`src/rtl/uart_cmd_decoder.sv`:
```
// uart_cmd_decoder: parses SYNC/ADDR/D3..D0[/CSUM] byte frames into register-write strobes.
// Define CMD_CHECKSUM_EN to require and verify the trailing XOR checksum byte.
module uart_cmd_decoder #(
    parameter int CLK_HZ        = 48_000_000,
    parameter int BIT_RATE      = 9600,
    parameter int TIMEOUT_BYTES = 4,
    parameter logic [7:0] SYNC_BYTE = 8'hA5,
    parameter int ADDR_W        = 4
) (
    input  logic              clk,
    input  logic              resetn,
    input  logic              rx_valid,
    input  logic [7:0]        rx_data,
    input  logic              rx_break,
    output logic              wr_en,
    output logic [ADDR_W-1:0] wr_addr,
    output logic [31:0]       wr_data,
    output logic              frame_err,
    output logic [7:0]        err_count,
    output logic              busy
);
    localparam int TIMEOUT_CYCLES = int'(64'(TIMEOUT_BYTES) * 64'd10 * 64'(CLK_HZ) / 64'(BIT_RATE));
    localparam int TW = $clog2(TIMEOUT_CYCLES + 1);
    localparam logic [1:0] S_HUNT = 2'd0;
    localparam logic [1:0] S_ADDR = 2'd1;
    localparam logic [1:0] S_DATA = 2'd2;
`ifdef CMD_CHECKSUM_EN
    localparam logic [1:0] S_CSUM  = 2'd3;
    localparam logic [1:0] S_AFTER = S_CSUM;
`else
    localparam logic [1:0] S_AFTER = S_HUNT;
`endif

    logic [1:0]        r_state;
    logic [1:0]        r_idx;
    logic [ADDR_W-1:0] r_addr;
    logic [31:0]       r_asm;
    logic [TW-1:0]     r_cnt;
    logic              r_wr_en;
    logic [ADDR_W-1:0] r_wr_addr;
    logic [31:0]       r_wr_data;
    logic              r_frame_err;
    logic [7:0]        r_err_count;
`ifdef CMD_CHECKSUM_EN
    logic [7:0]        r_xor;
`endif
    logic w_byte;
    logic w_addr_bad;
    logic w_timeout;
    logic w_err;
    logic w_wr;

    always_comb begin
        w_byte     = rx_valid && !rx_break;
        w_addr_bad = (rx_data >> ADDR_W) != 8'd0;
        // an arriving byte always beats a timeout expiring in the same cycle
        w_timeout  = r_state != S_HUNT && !rx_valid && r_cnt == TW'(TIMEOUT_CYCLES);
`ifdef CMD_CHECKSUM_EN
        w_err = w_timeout || (w_byte && ((r_state == S_ADDR && w_addr_bad) || (r_state == S_CSUM && rx_data != r_xor)));
        w_wr  = w_byte && r_state == S_CSUM && rx_data == r_xor;
`else
        w_err = w_timeout || (w_byte && r_state == S_ADDR && w_addr_bad);
        w_wr  = w_byte && r_state == S_DATA && r_idx == 2'd3;
`endif
    end

    always_ff @(posedge clk) begin
        if (!resetn) begin
            r_state     <= S_HUNT;
            r_idx       <= '0;
            r_addr      <= '0;
            r_asm       <= '0;
            r_cnt       <= '0;
            r_wr_en     <= 1'b0;
            r_wr_addr   <= '0;
            r_wr_data   <= '0;
            r_frame_err <= 1'b0;
            r_err_count <= '0;
`ifdef CMD_CHECKSUM_EN
            r_xor       <= '0;
`endif
        end else begin
            r_wr_en     <= w_wr;
            r_frame_err <= w_err;
            r_cnt       <= (r_state == S_HUNT || rx_valid || w_timeout) ? '0 : r_cnt + TW'(1);
            if (w_err && r_err_count != 8'hFF)
                r_err_count <= r_err_count + 8'd1;
            if (w_wr) begin
                r_wr_addr <= r_addr;
`ifdef CMD_CHECKSUM_EN
                r_wr_data <= r_asm;
`else
                r_wr_data <= {r_asm[23:0], rx_data};
`endif
            end
            if (w_err || (rx_valid && rx_break))
                r_state <= S_HUNT;
            else if (w_byte)
                case (r_state)
                    S_HUNT: r_state <= (rx_data == SYNC_BYTE) ? S_ADDR : S_HUNT;
                    S_ADDR: begin
                        r_addr  <= rx_data[ADDR_W-1:0];
                        r_idx   <= 2'd0;
                        r_state <= S_DATA;
`ifdef CMD_CHECKSUM_EN
                        r_xor   <= rx_data;
`endif
                    end
                    S_DATA: begin
                        r_asm   <= {r_asm[23:0], rx_data};
                        r_idx   <= r_idx + 2'd1;
                        r_state <= (r_idx == 2'd3) ? S_AFTER : S_DATA;
`ifdef CMD_CHECKSUM_EN
                        r_xor   <= r_xor ^ rx_data;
`endif
                    end
                    default: r_state <= S_HUNT;
                endcase
        end
    end

    assign wr_en     = r_wr_en;
    assign wr_addr   = r_wr_addr;
    assign wr_data   = r_wr_data;
    assign frame_err = r_frame_err;
    assign err_count = r_err_count;
    assign busy      = r_state != S_HUNT;
endmodule

```
`config.mk`:
```
export PLATFORM = sky130hd
export DESIGN_NAME = uart_cmd_decoder
export DESIGN_NICKNAME = d
export VERILOG_FILES = /design/src/rtl/uart_cmd_decoder.sv
export SDC_FILE = /design/constraint.sdc
export NUM_CORES = 1
export LEC_CHECK = 0
export ABC_AREA = 1
export ABC_CLOCK_PERIOD_IN_PS = 1400
export CORE_ASPECT_RATIO = 0.8
export CORE_UTILIZATION = 49
export CTS_BUF_LIST = sky130_fd_sc_hd__clkbuf_16
export DETAILED_ROUTE_END_ITERATION = 6
export GPL_ROUTABILITY_DRIVEN = 0
export MAX_ROUTING_LAYER = met4
export PLACE_DENSITY = 0.76
export SETUP_SLACK_MARGIN = 0.5
export SLEW_MARGIN = 20
export SYNTH_ARGS = -nofsm -noshare
export SYNTH_HDL_FRONTEND = slang
export SYNTH_SLANG_ARGS = --single-unit
```
`constraint.sdc`:
```
create_clock -name clk -period 1.4 [get_ports clk]
set_input_delay 0.21 -clock clk [delete_from_list [all_inputs] [get_ports clk]]
set_output_delay 0.21 -clock clk [all_outputs]
set_load 0.005 [all_outputs]
```
# Word level (Yosys, flattened, before mapping)
# Index checks and enable logic that the tools add are counted.
[word_totals] inputBits=12 reg_bits=96 out_inout_bits=47
[classes] bitwise_logic=2 add_sub_neg=3 mux=4 n_reduce_logical=24 eq_ne=6
[ops] op="$add A18 B1 Y18 const B" count=1
[ops] op="$eq A18 B18 Y1 const B" count=1
[ops] op="$logic_and A1 B1 Y1" count=9
[ops] op="$reduce_and A3 Y1" count=3
[ops] op="$add A8 B1 Y8 const B" count=1
[ops] op="$eq A8 B8 Y1 const B" count=1
[ops] op="$ne A8 B8 Y1 const B" count=1
[ops] op="$reduce_bool A8 Y1" count=1
[ops] op="$pmux W2 S3" count=1
[ops] op="$eq A2 B2 Y1 const B" count=2
[ops] op="$logic_or A1 B1 Y1" count=4
[ops] op="$pmux W2 S2" count=1
[ops] op="$reduce_bool A2 Y1" count=2
[ops] op="$reduce_or A2 Y1" count=2
[ops] op="$add A2 B1 Y2 const B" count=1
[ops] op="$eq A2 B1 Y1 const B" count=1
[ops] op="$logic_not A1 Y1" count=2
[ops] op="$logic_not A2 Y1" count=1
[ops] op="$mux W2" count=1
[ops] op="$not A1 Y1" count=2
[ops] op="$mux W1" count=1

# Depth between registers and ports, before layout
# Gate-level depths: netlist of run 1.
[logic_depth] word_depth=8 depth_mapped=11

# Least setup slack after synthesis of run 1
# Ideal clock, no wire load.
[synth_timing] path_kind="register to register" from="reg r_state[0]" to="reg r_asm[10]" arrival_time_ns=1.431 path_buffers=1 slack_ns=-0.174 stages_incl_launch_ff=10 period_less_slack_ns=1.574 required_ns=1.257 cell_sequence="dfxtp_1 -> inv_1 -> ha_1 -> nor2_1 -> nand3_2 -> nand2_8 -> inv_6 -> buf_2 -> nand3_1 -> a21oi_2"
[synth_via] elab_chain_cells=7
[synth_rtl] item="start: declaration" line="34" source="logic [1:0] r_state;"
[synth_rtl] item="start signal: assignment" line="100" source="S_HUNT: r_state <= (rx_data == SYNC_BYTE) ? S_ADDR : S_HUNT;"
[synth_rtl] item="start signal: assignment" line="112" source="r_state <= (r_idx == 2'd3) ? S_AFTER : S_DATA;"
[synth_rtl] item="$eq A2 B1 Y1 / $reduce_bool A2 Y1 (equally long branches)" line="62, 57"
[synth_rtl] item="$logic_and A1 B1 Y1, on equally long branches (2 in a row)" line="62, 57"
[synth_rtl] item="$logic_or A1 B1 Y1" line="62" source="w_err = w_timeout || (w_byte && r_state == S_ADDR && w_addr_bad);"
[synth_rtl] item="$logic_or A1 B1 Y1" line="96" source="if (w_err || (rx_valid && rx_break))"
[synth_rtl] item="$not A1 Y1 (no source line)"
[synth_rtl] item="$reduce_and A3 Y1 (no source line) (*)"
[synth_rtl] item="end signal: assignment" line="110" source="r_asm <= {r_asm[23:0], rx_data};"
[synth_rtl] item="end: declaration" line="37" source="logic [31:0] r_asm;"
# Every way passes the cells marked *; elsewhere a longest branch is shown, timed or not.
# A chain may end at the register's enable or synchronous reset.

# Worst setup path in the final report of run 1
[layout_timing] from="reg r_cnt[9]" to="reg r_addr[0]"
[layout_via] elab_chain_cells=6
[layout_rtl] item="start: declaration" line="38" source="logic [TW-1:0] r_cnt;"
[layout_rtl] item="start signal: assignment" line="85" source="r_cnt <= (r_state == S_HUNT || rx_valid || w_timeout) ? '0 : r_cnt + TW'(1);"
[layout_rtl] item="$eq A18 B18 Y1" line="57" source="w_timeout = r_state != S_HUNT && !rx_valid && r_cnt == TW'(TIMEOUT_CYCLES);"
[layout_rtl] item="$logic_and A1 B1 Y1" line="57"
[layout_rtl] item="$logic_or A1 B1 Y1" line="62"
[layout_rtl] item="$logic_or A1 B1 Y1" line="96"
[layout_rtl] item="$not A1 Y1 (no source line)"
[layout_rtl] item="$reduce_and A3 Y1 (no source line)"
[layout_rtl] item="end signal: assignment" line="102" source="r_addr <= rx_data[ADDR_W-1:0];"
[layout_rtl] item="end: declaration" line="36" source="logic [ADDR_W-1:0] r_addr;"
# No other way between the ends.

==> results of run 1 <==
## placed cells by master (no fill, tap or decap), types with 14 or more instances in the layout
cell type and count:
a21oi_1 15, a21oi_2 65, buf_12 14, buf_2 27, buf_4 102, buf_6 39, dfxtp_1 34, dfxtp_2 51
nand2_1 31, nand2_2 42, nand2_4 26, nand3_1 34, nand3_2 36, nand3_4 16, nor2_1 16, nor2_2 14
## layer usage
layer	wire (um)	global-route usage (%)	vias up
met5	0	-	-
met2	10160	66.69	643
met1	7967	47.97	2578
met4	2389	17.03	0
met3	3239	9.938	280
li1	-	-	2142
## worst max-delay path: cells and delay by family, from the launching register on
family | cells | cell delay, ps
compound gates | 1 | 210
buf+inv | 1 | 90
flops | 1 | 370
simple gates | 7 | 970
## flip-flops by register name, summed over array words and instances, names as in the netlist
register	cells
wr_data	32
r_asm	24
r_cnt	18
err_count	8
r_addr	4
wr_addr	4
r_idx	2
r_state	2
frame_err	1
wr_en	1
## cell type report
| type | count | area, sq um |
|---|---|---|
| multi-input combinational | 373 | 3222 |
| sequential | 96 | 2027 |
| timing repair buffer | 202 | 1929 |
| fill | 174 | 330.3 |
| clock buffer | 9 | 225.2 |
| inverter | 29 | 138.9 |
| tap | 108 | 135.1 |
| clock inverter | 7 | 72.57 |
| timing repair inverter | 1 | 11.26 |
## report_power, final
part	total [mW]	leakage (nW)	internal (mW)	switching, mW
Clock	2.59	0.143	1.27	1.32
Sequential	2.72	0.808	2.71	0.00939
Combinational	0.368	1.81	0.147	0.221
## timing repair
item | 4_1_cts | 5_1_grt
hold endpoints to repair | 0 | 0
gates resized for setup | 347 | 180
pin swaps | 41 | 59
cloned | 14 | 3
setup endpoints to repair | 143 | 143
setup buffers | 51 | 26
## cell families after synthesis
family | synth area share [%]
simple gates | 29.76
flops | 45.93
compound gates | 12.92
buf+inv | 6.489
xor+xnor | 2.512
fa+ha+maj | 2.392
## final timing paths
kind | start | end | slack [ps]
max | r_cnt[9] | r_addr[0] | -340
min | rx_break | r_state[0] | 290
max reg2reg | r_cnt[9] | r_addr[0] | -340
min reg2reg | wr_data[5] | wr_data[5] | 490
## per-stage QoR
stage / util [%] / TNS, ps / power (mW) / area, sq um / std cells
after floorplan: - / 0 / 2.904 / 4443 / 515
after global placement: 67.68 / -44630 / 3.014 / 5477 / 715
after detailed placement: 67.68 / -47510 / 3.017 / 5477 / 715
after CTS: 83.76 / -1667 / 5.484 / 6778 / 796
after global routing: 95.92 / -18230 / 5.771 / 7761 / 825
final: 95.92 / -17410 / 5.677 / 7761 / 825
==> metrics, run 1 <==
ant diodes=0; GRT Overall Usage=40.77%; total nets after synthesis=535; critical path class=reg2reg; leading area contributor after synthesis=dfxtp_1; area grow syn2layout=85.50%; Num CTS Buffers=9; synth top area cells=dfxtp_1 46%, nand3_1 10%, a21oi_1 7.3%; initial antenna violation count=0; Lkg Pwr=2.762 nW; Clock Latency Late Sink=370 ps; routed len/inst=28.79 um; worst-path fanout max=6; vias=5,643; PortBufs=58; Cell variety after synth=35; share of cells above drive strength 1=73.92%; outcome=finished with violations; Synth Flop Type=dfxtp_1; Period Utilization, post-route=124.4%; number of synthesized flops with an enable pin=0; DRC violations left=4; maximum clock insertion buffer count=2; CTS tree=done; Hold Vio Cnt, Final=0; Die X=105.3 um; Peak Freq=0.5742 GHz; Fin Hold WS=287.7 ps; vias in the first global route=4,972; Yosys top cell area share=45.93%; Syn Inst Count=515; core area=8092 sq um; Final Worst Setup Slack=-341.6 ps; Die ar.=8914 sq um; CTS root buffer=clkbuf_16; nets@finish=732; Initial Utilization=51.71%; Max Cap Viol=0; crit path cell chain=nor2_2 -> nand3_2 -> nor2_4 -> nand3_4 -> nand2_8 -> inv_8 -> nand2_2 -> nand2_1 -> a21oi_1; Critical Path Source Type=flop; failing checks=design-rule violations, negative setup slack; DPL Wire Length=7213 um; slew margin rel.=70.50%; final setup vio count=96; htree depth=3; Ports=59; Die H=84.65 um; Clock transition at path regs=70 ps; Avg Cell Area, Syn=8.124 sq um; clock skew=12.70 ps; first-pass GRT wire length=26,950 um; Overflow after GRT=0; register area share after synthesis=45.93%; Worst path max stage delay=370 ps; cells on worst reg2reg path=9; hold depth=4; Synth top cells by count=96 x dfxtp_1, 84 x nand3_1, 77 x nand2_1; antenna viol nets, final=0; hold buffer count at cts=0; num rows=29; Worst Setup End Kind=flop; RSZ-0062 raised after global routing=true; DRT Pass-1 Iters=7; total wire length=23,750 um; Pwr Density=731.5 nW/um^2; Worst Tran Pin Value=437.9 ps; HP Class=in2reg; Peak VDD IR=1.095 mV; number of DRC markers in iteration 0=739; critical path data arrival time=2010 ps; Critical Path RT=1670 ps; CTS sink count=96; Post-Syn Area=4184 sq um; flops & latches, synth=96; post-route minimum period=1742 ps; Synth Warn #=0; pre-CTS setup slack=-652.1 ps; vias per std cell=6.840; fin. max-slew vios=0; most frequent cell after synthesis=dfxtp_1; largest net degree at the start of global routing=35; Worst path slowest cell=dfxtp_4; ys async rst share=0%
Note: power is estimated with default switching activity, not from simulation.
==> inputs of run 2 (changes only) <==
--- a/config.mk
+++ b/config.mk
@@ -8,12 +8,11 @@
 export ABC_AREA = 1
 export ABC_CLOCK_PERIOD_IN_PS = 1400
 export CORE_ASPECT_RATIO = 0.8
-export CORE_UTILIZATION = 49
+export CORE_UTILIZATION = 37
 export CTS_BUF_LIST = sky130_fd_sc_hd__clkbuf_16
 export DETAILED_ROUTE_END_ITERATION = 6
 export GPL_ROUTABILITY_DRIVEN = 0
 export MAX_ROUTING_LAYER = met4
-export PLACE_DENSITY = 0.76
 export SETUP_SLACK_MARGIN = 0.5
 export SLEW_MARGIN = 20
 export SYNTH_ARGS = -nofsm -noshare
==> run 2 against run 1 <==
  * The flow finishes with violations (negative setup slack)
  * Maximum frequency is 11% higher
  * Total power is 3.8% lower
  * Clock power is 7% lower
  * Die area is 32% higher
  * Count of clock-buffer cells in the layout stayed put
  * Sequential cell count stayed put
  * Setup slack better by 170 ps
  * Critical path depth is 2 higher
  * Global-route usage is 16 points lower
  * Critical path type unchanged
==> metrics, run 2 (synthesis results as in run 1) <==
vias=4,377 (-22%); Clock transition at path regs=60 ps (about the same); nets@finish=724 (-1.1%); setup TNS=-4971 ps (+12,440 ps); Core Util, Final=68.76% (-27 points); vias per std cell=5.143 (-25%); HP Class=in2reg; commonest non-fill, non-tap cells in the layout=105 x buf_4, 52 x dfxtp_2, 47 x nand2_1; clock skew=7.545 ps (-5.154 ps); Worst Setup End Kind=flop; Hold Vio Cnt, Final=0 (unchanged); largest net degree at the start of global routing=45 (+29%); post-route minimum period=1572 ps (-169.4 ps); Worst path max stage delay=330 ps (-40 ps); Clock Latency Late Sink=340 ps (-30 ps); Lkg Pwr=2.696 nW (-2.4%); Max Cap Viol=0 (unchanged); Critical Path RT=1670 ps (about the same); Overflow after GRT=0 (unchanged); Final Worst Setup Slack=-172.3 ps (+169.4 ps); GRT Overall Usage=24.56% (-16 points); antenna viol nets, final=0 (unchanged); most common cell after layout, fill and taps aside=buf_4; critical path class=reg2reg; crit path cell chain=inv_2 -> ha_4 -> nand3_4 -> nor2_4 -> nand3_4 -> nand2_8 -> inv_12 -> buf_12 -> nand2_8 -> nand2_4 -> a21oi_2; num rows=34 (+17%); Die ar.=11,740 sq um (+32%); Seq. cell area=2017 sq um (-0.49%); Ports=59 (unchanged); Worst path slowest cell=dfxtp_2; ant diodes=0 (unchanged); maximum clock insertion buffer count=2 (unchanged); worst-path fanout max=8 (+2); Period Utilization, post-route=112.3% (-12 points); routed len/inst=16.90 um (-41%); failing checks=negative setup slack; number of DRC markers in iteration 0=223 (-70%); hold buffer count at cts=0 (unchanged); WP buf/inv=3 (+2); Peak Freq=0.6360 GHz (+11%); core area=10,930 sq um (+35%); final setup vio count=83 (-14%); Top delay family on crit path=simple AND/OR/NAND/NOR gates; PortBufs=58 (unchanged); Initial Utilization=38.27% (-13 points); dpl cell area=5482 sq um (about the same); initial antenna violation count=0 (unchanged); DPL Wire Length=7340 um (+1.8%); Final Cell Area=7517 sq um (-3.1%); Pwr Density=726.6 nW/um^2 (-0.67%); critical path data arrival time=1840 ps (-170 ps); htree depth=3 (unchanged); Num CTS Buffers=9 (unchanged); Critical Path Source Type=flop; number of flip-flops under the largest register name=32 (unchanged); first-pass GRT wire length=21,870 um (-19%); Peak VDD IR=0.5199 mV (-53%); fin. max-slew vios=0 (unchanged); RSZ-0062 raised after global routing=true; Worst Tran Pin Value=337.1 ps (-100.8 ps); Die X=120.9 um (+15%); total wire length=14,380 um (-39%); DRT Pass-1 Iters=5 (-2); slew margin rel.=77.53% (+7.0 points); vias in the first global route=4,258 (-14%); area grow syn2layout=79.67%; # fillers=775 (+350%); CTS tree=done; Die H=97.12 um (+15%); CTS sink count=96 (unchanged); DRC violations left=0 (-4); footprint of the multi-input gates=3018 sq um (-6.3%); share of cells above drive strength 1=65.91% (-8.0 points); CTS root buffer=clkbuf_16; outcome=finished with violations
==> run 2: cell count changes in the layout (fill, tap and decap cells not counted), moves of 6 or more <==
cell,change
nor2_1,+10
a21oi_2,-19
nand2_4,-11
nand2_1,+16
nor2_2,-9
a21oi_1,+20
nand2_2,-6
buf_6,-10
==> run 2: metrics by stage <==
stage	setup WS [ps]	power [mW]	std cells	hold slack [ps]
3_5_place_dp	-659.5	3.012	749	452.0
3_3_place_gp	-588.3	3.010	749	449.7
5_1_grt	-221.3	5.631	851	369.3
2_1_floorplan	1.547	2.904	515	348.9
4_1_cts	-100.8	5.478	823	322.5
6_report	-172.3	5.462	851	353.4
==> run 2: repair_timing <==
item | in CTS | in global routing
pin swaps | 65 | 40
resized for setup | 354 | 100
cloned | 18 | 0
buffers inserted | 42 | 28
endpoints found under the setup margin | 143 | 143
==> run 2: worst reg2reg max path, stage by stage, from the launching register on <==
cell     delay (ps)
dfxtp_2         330
inv_2            80
ha_4            140
nand3_4          70
nor2_4          130
nand3_4         110
nand2_8         120
inv_12           60
buf_12          150
nand2_8         110
nand2_4          50
a21oi_2         160
==> run 2: routing by layer <==
layer	vias to the layer above	wire length, um	global-route usage, %	part of all wire (%)
li1	2129	-	-	-
met1	2101	6450	32.49	45
met2	125	6979	38.51	49
met3	22	678	4.519	4.7
met4	0	271	6.458	1.9
met5	-	0	-	0
==> run 2: path summary, 6_finish.rpt <==
kind | startpoint | endpoint | slack, ps | cells past startpoint
max | r_cnt[1] | r_asm[20] | -170 | 11
min reg2reg | wr_data[16] | wr_data[16] | 460 | 2
min | rx_break | r_state[0] | 350 | 4
max reg2reg | r_cnt[1] | r_asm[20] | -170 | 11
==> run 2: final cells by class <==
class / instances / share of cell area (%)
inverters: 29 / 1.848
clock buffers: 9 / 2.996
clock inverters: 5 / 0.7656
multi-input cells: 372 / 40.15
repair buffers: 196 / 25.02
well taps: 144 / 2.397
flip-flops and latches: 96 / 26.83
==> run 2: report_power, final <==
part	internal [mW]	leakage, nW	total, mW	switching [mW]
logic	0.148	1.75	0.317	0.169
registers	2.72	0.806	2.72	0.00661
clock network	1.37	0.138	2.42	1.05
